===== src/rtl/uart_tx_feeder.sv =====
// uart_tx_feeder: buffers producer words in a FIFO and hands them one at a time to the 32-bit uart.
// Define UART_TX_FEEDER_STATS_EN to build the sent_count completed-word counter.
module uart_tx_feeder #(
    parameter int DATA_W         = 32,
    parameter int DEPTH          = 8,
    parameter int GAP_CYCLES     = 5,
    parameter int TIMEOUT_CYCLES = 4096
) (
    input  logic                     clk,
    input  logic                     rst,
    input  logic [DATA_W-1:0]        in_data,
    input  logic                     in_valid,
    output logic                     in_ready,
    input  logic                     flush,
    output logic [DATA_W-1:0]        data_in,
    output logic                     start,
    input  logic                     tx_done,
    output logic [$clog2(DEPTH):0]   fifo_level,
    output logic                     busy,
    output logic                     timeout_err,
    output logic [15:0]              sent_count
);
    localparam int AW = $clog2(DEPTH);
    localparam int GW = $clog2(GAP_CYCLES + 2);
    localparam int TW = $clog2(TIMEOUT_CYCLES + 2);
    localparam logic [GW-1:0] GAP_LOAD   = GW'(GAP_CYCLES > 0 ? GAP_CYCLES - 1 : 0);
    localparam logic [TW-1:0] TIMER_LAST = TW'(TIMEOUT_CYCLES > 0 ? TIMEOUT_CYCLES - 1 : 0);
    localparam logic [AW:0]   LEVEL_FULL = (AW + 1)'(DEPTH);

    typedef enum logic [1:0] {IDLE, SEND, WAIT_LOW, GAP} state_t;

    state_t            r_state;
    state_t            w_nextState;
    logic [DATA_W-1:0] r_mem [DEPTH];
    logic [AW-1:0]     r_wrPtr;
    logic [AW-1:0]     r_rdPtr;
    logic [AW:0]       r_level;
    logic [DATA_W-1:0] r_dataIn;
    logic              r_timeoutErr;
    logic [GW-1:0]     r_gapCnt;
    logic [TW-1:0]     r_timer;
    logic              w_push;
    logic              w_pop;
    logic              w_abort;
    logic              w_loadGap;

    // Flush beats push; a full FIFO refuses even if a pop frees a slot this cycle.
    assign in_ready = (r_level != LEVEL_FULL);
    assign w_push   = in_valid && in_ready && !flush;

    always_comb begin
        w_nextState = r_state;
        w_pop       = 1'b0;
        w_abort     = 1'b0;
        w_loadGap   = 1'b0;
        unique case (r_state)
            IDLE: begin
                if (r_level != '0 && !flush) begin
                    w_pop       = 1'b1;
                    w_nextState = SEND;
                end
            end
            SEND: begin
                if (tx_done) begin
                    w_nextState = WAIT_LOW;
                end else if (TIMEOUT_CYCLES != 0 && r_timer == TIMER_LAST) begin
                    w_abort     = 1'b1;
                    w_nextState = WAIT_LOW;
                end
            end
            WAIT_LOW: begin
                if (!tx_done) begin
                    if (GAP_CYCLES == 0) begin
                        w_nextState = IDLE;
                    end else begin
                        w_loadGap   = 1'b1;
                        w_nextState = GAP;
                    end
                end
            end
            GAP: begin
                if (r_gapCnt == '0) begin
                    w_nextState = IDLE;
                end
            end
            default: w_nextState = IDLE;
        endcase
    end

    always_ff @(posedge clk) begin
        if (w_push) begin
            r_mem[r_wrPtr] <= in_data;
        end
    end

    always_ff @(posedge clk) begin
        if (rst || flush) begin
            r_wrPtr <= '0;
            r_rdPtr <= '0;
            r_level <= '0;
        end else begin
            if (w_push) begin
                r_wrPtr <= r_wrPtr + 1'b1;
            end
            if (w_pop) begin
                r_rdPtr <= r_rdPtr + 1'b1;
            end
            case ({w_push, w_pop})
                2'b10:   r_level <= r_level + 1'b1;
                2'b01:   r_level <= r_level - 1'b1;
                default: r_level <= r_level;
            endcase
        end
    end

    // The timer restarts on every pop, so it only measures the current word's SEND time.
    always_ff @(posedge clk) begin
        if (rst) begin
            r_state      <= IDLE;
            r_dataIn     <= '0;
            r_timeoutErr <= 1'b0;
            r_timer      <= '0;
            r_gapCnt     <= '0;
        end else begin
            r_state <= w_nextState;
            if (w_pop) begin
                r_dataIn <= r_mem[r_rdPtr];
                r_timer  <= '0;
            end else if (r_state == SEND) begin
                r_timer <= r_timer + 1'b1;
            end
            if (w_abort) begin
                r_timeoutErr <= 1'b1;
            end
            if (w_loadGap) begin
                r_gapCnt <= GAP_LOAD;
            end else if (r_state == GAP) begin
                r_gapCnt <= r_gapCnt - 1'b1;
            end
        end
    end

`ifdef UART_TX_FEEDER_STATS_EN
    logic [15:0] r_sentCount;

    always_ff @(posedge clk) begin
        if (rst) begin
            r_sentCount <= '0;
        end else if (r_state == SEND && tx_done) begin
            r_sentCount <= r_sentCount + 1'b1;
        end
    end

    assign sent_count = r_sentCount;
`else
    assign sent_count = '0;
`endif

    assign start       = (r_state == SEND);
    assign busy        = (r_state != IDLE) || (r_level != '0);
    assign fifo_level  = r_level;
    assign data_in     = r_dataIn;
    assign timeout_err = r_timeoutErr;

endmodule


===== config.mk =====
export PLATFORM = sky130hd
export DESIGN_NAME = uart_tx_feeder
export DESIGN_NICKNAME = d
export VERILOG_FILES = /design/src/rtl/uart_tx_feeder.sv
export SDC_FILE = /design/constraint.sdc
export NUM_CORES = 1
export LEC_CHECK = 0
export BUFFER_PORTS_ARGS = -buffer_cell sky130_fd_sc_hd__buf_4
export CAP_MARGIN = 20
export CORE_MARGIN = 4
export CORE_UTILIZATION = 40
export CTS_BUF_LIST = sky130_fd_sc_hd__clkbuf_4
export DETAILED_ROUTE_END_ITERATION = 10
export GPL_ROUTABILITY_DRIVEN = 1
export PLACE_DENSITY = 0.64
export SETUP_SLACK_MARGIN = 0.4
export SLEW_MARGIN = 20
export SYNTH_ARGS = -nofsm -noshare
export SYNTH_HDL_FRONTEND = slang
export SYNTH_SLANG_ARGS = --single-unit

===== constraint.sdc =====
create_clock -name clk -period 3.9 [get_ports clk]
set_input_delay 0.585 -clock clk [delete_from_list [all_inputs] [get_ports clk]]
set_output_delay 0.585 -clock clk [all_outputs]
set_load 0.01 [all_outputs]

==> results of run 1 <==
[cell usage in the layout, fill, tap and decap left out, drive strengths merged, types with 3 or more instances in the layout]
cell    instances
xor2           11
nand4b          3
ha             12
inv             7
or2             3
xnor2          10
nand3           3
clkbuf        126
a211oi         32
nand2b          3
mux4           64
nand4           6
a21oi           6
buf            85
nor2b           3
conb           16
dfxtp          61
nor3            7
clkinv         20
nand2           8
edfxtp        256
nor2           66
o21ai           4
mux2i          35
[how the worst max path moves through the flow]
stage                          endpoint  slack (ps)
after global routing       r_mem[7][25]        1060
after detailed placement   r_mem[7][25]        1220
after floorplan             r_mem[4][0]         860
after global placement    fifo_level[2]        1290
final                       r_mem[7][4]        1210
after CTS                   r_mem[7][2]        1160
[where the power goes]
group	switching, W	leakage, nW	internal [W]	total [W]
sequential	0.0000316	2.81	0.00371	0.00374
combinational	0.000223	1.28	0.000177	0.000400
clock	0.00130	0.632	0.00149	0.00279
[per-layer routing]
| layer | up-vias | GRT usage [%] |
|---|---|---|
| li1 | 2938 | - |
| met1 | 3157 | 18.5 |
| met2 | 150 | 22.8 |
| met3 | 27 | 4.01 |
| met4 | 2 | 4.90 |
| met5 | - | 0 |
[logic make-up (layout without fill, tap and decap cells)]
logic type      Yosys count  in the layout
compound gates           47             47
xor+xnor                 21             21
fa+ha+maj                12             12
buf+inv                  56            240
flops                   317            317
mux                     100            100
other cells               1             18
simple gates            116            116
[cell type report]
type,count,area share (%)
Antenna cell,2,0.0344
Clock buffer,126,6.50
Clock inverter,24,0.825
Inverter,5,0.129
Multi-Input combinational cell,312,23.2
Sequential cell,317,61.3
Tap cell,396,3.40
Timing Repair Buffer,85,4.64
[synthesized netlist by cell type, types with 3 or more instances]
master and instances:
nand4_1 6, o21ai_0 4, nand3_1 3, mux2i_1 35, a21oi_1 6, xnor2_1 10, nor2_2 9, a211oi_2 29
edfxtp_1 256, clkbuf_1 6, ha_1 12, nand2_1 7, nor2_1 57, inv_1 5, xor2_1 11, buf_2 15
a211oi_1 3, buf_6 11, mux4_2 64, buf_4 16, nor2b_1 3, nor3_1 7, nand2b_1 3, dfxtp_1 61
[registers in the layout, summed over array words and instances, names as in the netlist]
register / cells
fifo_level: 4
r_gapCnt: 3
r_wrPtr: 3
r_rdPtr: 3
r_timer: 13
timeout_err: 1
r_mem: 256
data_in: 32
r_state: 2
[per-stage QoR]
step	utilization, %	setup WS, ps
3_5_place_dp	43.8	1220
2_1_floorplan	-	860
4_1_cts	47.3	1160
5_1_grt	47.3	1060
6_report	47.3	1210
3_3_place_gp	43.8	1290
==> qor.yml, run 1 <==
drt:
  routed_wl_microns: 23400
  top_layer: "met5"
  met2_wirelength_microns: 11400
  met1Wirelength_microns: 10400
  met3_length_microns: 1270
  wl_per_cell_microns: 18.5
  drtIter0Drc: 314
  final_antenna_net_count: 0
  viasPerCell: 4.95
  drc: 0
  drt_first_pass_iters: 4
  vias: 6274
die:
  die_x_microns: 185
  rows: 64
  pin_count: 93
  dieHeight_microns: 185
  core_region_area_sq_mm: 0.0307
  start_util_pct: 40.8
  dieArea_sq_mm: 0.0342
setup_path:
  max_stage_delay_ps: 680
  worstSetupStartpoint: "fifo_level[1]"
  critPathKind: "flip-flop to flip-flop"
  cp_cell_sequence: "or4b_1, nand4b_1, nor2_4, buf_4"
  crit_cells: 4
  rr_worst_depth: 4
  cp_max_fo: 19
  slowest_stage: "nor2_4"
  r2r_start: "fifo_level[1]"
  crit_required_ps: 4230
  reg2reg_to: "r_mem[7][4]"
  rrSetupSlack_ps: 1210
  crit_buf_inv: 1
  start_kind: "flip-flop"
  crit_arrival_ps: 3020
  crit_family: "simple AND/OR/NAND/NOR gates"
  end_kind: "flip-flop"
logic_synthesis:
  synth_top_family_by_area: "multiplexers"
  yosysTopAreaCell: "edfxtp_1"
  avgSynthCellArea_sq_um: 18.7
  synth-compound-area-share_pct: 3.82
  synth-async-reset-ratio_pct: 0
  ys.flop_type: "edfxtp_1"
  synth_fa_ha_area_share_pct: 1.20
  synth_area_sq_mm: 0.0125
  ys_types: 50
  synthSimpleGateAreaFrac_pct: 4.98
  yosys_warnings: 0
  yosys.area_share.xor_xnor_pct: 1.47
  syn_inst: 670
  ys_seq_area_share_pct: 71.1
  synthMuxAreaShare_pct: 14.4
  synth-edff-count: 256
  ys_ff_latch: 317
  synth_top_area_share_pct: 61.3
  synth_area_leaders: "edfxtp_1 61%, mux4_2 11%, dfxtp_1 9.7%"
min_path:
  worstHoldEndpoint: "r_mem[4][22]"
  worst_hold_startpoint: "in_data[22]"
  hold_path_depth: 1
  hp-class: "input port to flip-flop"
timing:
  slew_headroom_pct: 28.7
  hold_viol: 0
  worst_pin_slew_ps: 1070
  drv_slew: 0
  setup_viol_count_final: 0
  fin_crit_ps: 2690
  rsz0062_at_grt: "no"
  setup_tns_ps: 0
  max_freq_mhz: 372
  fin_crit_sh_pct: 69.0
  fin_skew_ps: 49.0
  worst_hold_slack_ps: 138
global_route:
  grt_pass1_wl_microns: 37400
  grt_pass1_vias: 6692
  grt_max_degree: 68
  gr-total-overflow: 0
  antenna_found_initial: 3
  gr-usage-all-layers_pct: 14.1
layout:
  stdcell_count: 1267
  finalNetCount: 851
  layout-drive-gt1-share_pct: 39.6
  final_cell_area_sq_mm: 0.0146
  multi_input_area_sq_mm: 0.00337
  fillers: 2661
  synthToLayoutAreaGrowth_pct: 16.1
  regArea_sq_mm: 0.00892
clock_network:
  clock_latency_ps: 690
  cts_tree: "yes"
  cts_hold_buffers: 0
  cts_max_path_buffers: 3
  post_cts_resized: 0
  htreeDepth: 3
  post_cts_buffers: 0
  clk_pin_slew_worst_paths_ps: 70
  cts_buffers: 81
  cts.sinks: 317
  cts_root_buf: "clkbuf_4"
place:
  dp_hpwl_microns: 13500
  dpl_cell_area_sq_mm: 0.0135
  io_buffers: 76
  gp_congestion: 0.695
  dp.cells: 1115
power:
  power_density_mw_per_mm2: 476
  p_total_w: 0.00693
  power.leakage_nw: 4.72
  vdd_drop_max_uv: 243
flow_run:
  drv_cap: 0
run_status:
  status: "completed"
Power figures use the tool's default switching activity.
==> run 2: changes to the inputs <==
- clock period: 3.9 -> 2.2 ns (I/O delays scaled with it)
==> run 2 against run 1 <==
- the flow now finishes with violations (negative setup slack)
- wire length rose by 27%
- worst hold slack worse by 61 ps
- critical path depth did not move
- clock power is 93% higher
- combinational power increased to 2.6 times the previous value
- largest cell class unchanged
==> qor.yml, run 2 (synthesized netlist as in run 1, its figures left out) <==
die:
  pin_count: 93
  die_x_microns: 185
  dieHeight_microns: 185
  start_util_pct: 40.8
  rows: 64
  core_region_area_sq_mm: 0.0307
  dieArea_sq_mm: 0.0342
timing:
  rsz0062_at_grt: "yes"
  setup_viol_count_final: 2
  drv_slew: 0
  worst_slack_ps: -47.3
  fin_crit_sh_pct: 102
  worst_pin_slew_ps: 565
  fin_skew_ps: 83.1
  hold_viol: 0
  max_freq_mhz: 445
  fin_crit_ps: 2250
  slew_headroom_pct: 62.2
layout:
  regMostFlops: "r_mem"
  synthToLayoutAreaGrowth_pct: 33.9
  final_cell_mix: "256 x edfxtp_1, 120 x clkbuf_4, 99 x buf_4"
  stdcell_count: 1397
  layout-drive-gt1-share_pct: 48.4
  mostFrequentLayoutCell: "edfxtp_1"
  largest_reg_flops: 256
  finalNetCount: 984
  fillers: 2413
setup_path:
  cp_max_fo: 2
  critPathKind: "flip-flop to output pin"
  rrSetupSlack_ps: -40
  reg2reg_to: "fifo_level[2]"
  rr_worst_depth: 10
  crit_required_ps: 1870
  end_kind: "output pin"
  slowest_stage: "or4b_4"
  path_common_cell: "buf_6"
  start_kind: "flip-flop"
  cp_cell_sequence: "or4b_4, buf_4, buf_6, buf_6"
  r2r_start: "fifo_level[1]"
  crit_arrival_ps: 1920
  crit_family: "simple AND/OR/NAND/NOR gates"
  max_stage_delay_ps: 570
  crit_buf_inv: 3
clock_network:
  clk_pin_slew_worst_paths_ps: 60
  clock_latency_ps: 730
  cts_root_buf: "clkbuf_4"
  cts_max_path_buffers: 3
  cts.sinks: 317
  cts_tree: "yes"
  htreeDepth: 3
  cts_buffers: 80
power:
  power.leakage_nw: 5.69
  vdd_drop_max_uv: 448
  power_density_mw_per_mm2: 777
global_route:
  gr-usage-all-layers_pct: 16.2
  antenna_found_initial: 2
  gr-total-overflow: 0
  grt_pass1_wl_microns: 42000
  met1_usage_pct: 22.3
  top_usage_layer: "met2"
  grt.met2_usage_pct: 26.0
  grt_max_degree: 34
  grt_pass1_vias: 7254
  met3_usage_pct: 3.81
drt:
  routed_wl_microns: 29800
  drtIter0Drc: 478
  drc: 0
  viasPerCell: 5.12
  wl_per_cell_microns: 21.3
  vias: 7150
  final_antenna_net_count: 0
  drt_first_pass_iters: 5
run_status:
  violations: "negative setup slack"
  status: "finished, violations left"
min_path:
  hp-class: "input port to flip-flop"
  worstHoldEndpoint: "timeout_err"
  hold_path_depth: 2
  worst_hold_startpoint: "rst"
place:
  gp_congestion: 0.710
  dp_hpwl_microns: 14400
  pre_cts_ws_ps: -139
  dp.cells: 1142
  io_buffers: 76
flow_run:
  drv_cap: 0
run 2: how the worst max path moves through the flow:
stage | start | endpoint | slack [ps] | depth (start not counted)
after floorplan | fifo_level[1] | r_mem[0][0] | -210 | 6
after global placement | fifo_level[0] | fifo_level[2] | -120 | 10
after detailed placement | fifo_level[0] | fifo_level[2] | -140 | 10
after CTS | fifo_level[1] | in_ready | -40 | 3
after global routing | fifo_level[1] | in_ready | -110 | 4
final | fifo_level[1] | in_ready | -50 | 4
run 2: power breakdown:
group / internal [W] / total (W) / leakage (nW) / switching [W]
Sequential: 0.00657 / 0.00664 / 2.81 / 0.0000645
Combinational: 0.000534 / 0.00102 / 2.22 / 0.000490
Clock: 0.00299 / 0.00538 / 0.658 / 0.00239
run 2: routing by layer:
metal  part of all wire [%]  up-vias
met5                      0        -
met3                    6.4       48
met2                     49      259
met4                    1.9        0
met1                     42     3614
li1                       -     3229
run 2: worst register-to-register path: stages (launching register included):
cell,delay [ps]
dfxtp_2,310
or4b_4,570
nand2_4,80
or2_4,120
ha_4,120
xor2_1,150
ha_2,190
a21oi_2,40
xor2_1,150
or3_1,300
a21oi_1,130
run 2: final cells by class:
cell class                      instances  area (sq um)  share of cell area (%)
Multi-Input combinational cell        314          3600                    21.4
Tap cell                              396           495                    2.95
Timing Repair Buffer                  217          2620                    15.6
Clock inverter                         26           225                    1.34
Sequential cell                       317          8920                    53.2
Clock buffer                          120           901                    5.37
Inverter                                5          18.8                   0.112
Antenna cell                            2          5.00                  0.0298
run 2: per-stage QoR:
| step | instance area [sq um] | utilization [%] | hold WS, ps | power [W] | TNS (ps) |
|---|---|---|---|---|---|
| after detailed placement | 13800 | 45.0 | 467 | 0.00750 | -2390 |
| after global routing | 16800 | 54.6 | 37.3 | 0.0136 | -332 |
| after floorplan | 12700 | - | 429 | 0.00720 | -18900 |
| after CTS | 16100 | 52.4 | 15.1 | 0.0131 | -88.9 |
| after global placement | 13800 | 45.0 | 449 | 0.00749 | -2060 |
| final | 16800 | 54.6 | 77.4 | 0.0130 | -82.9 |
run 2: timing repair:
item                                   CTS  global route
endpoints found under the hold margin  261             0
setup endpoints to repair              293           255
cloned                                  13            16
setup buffers                           32            12
resized for setup                       54            65
pin swaps                               19            18
hold buffers                            34             0
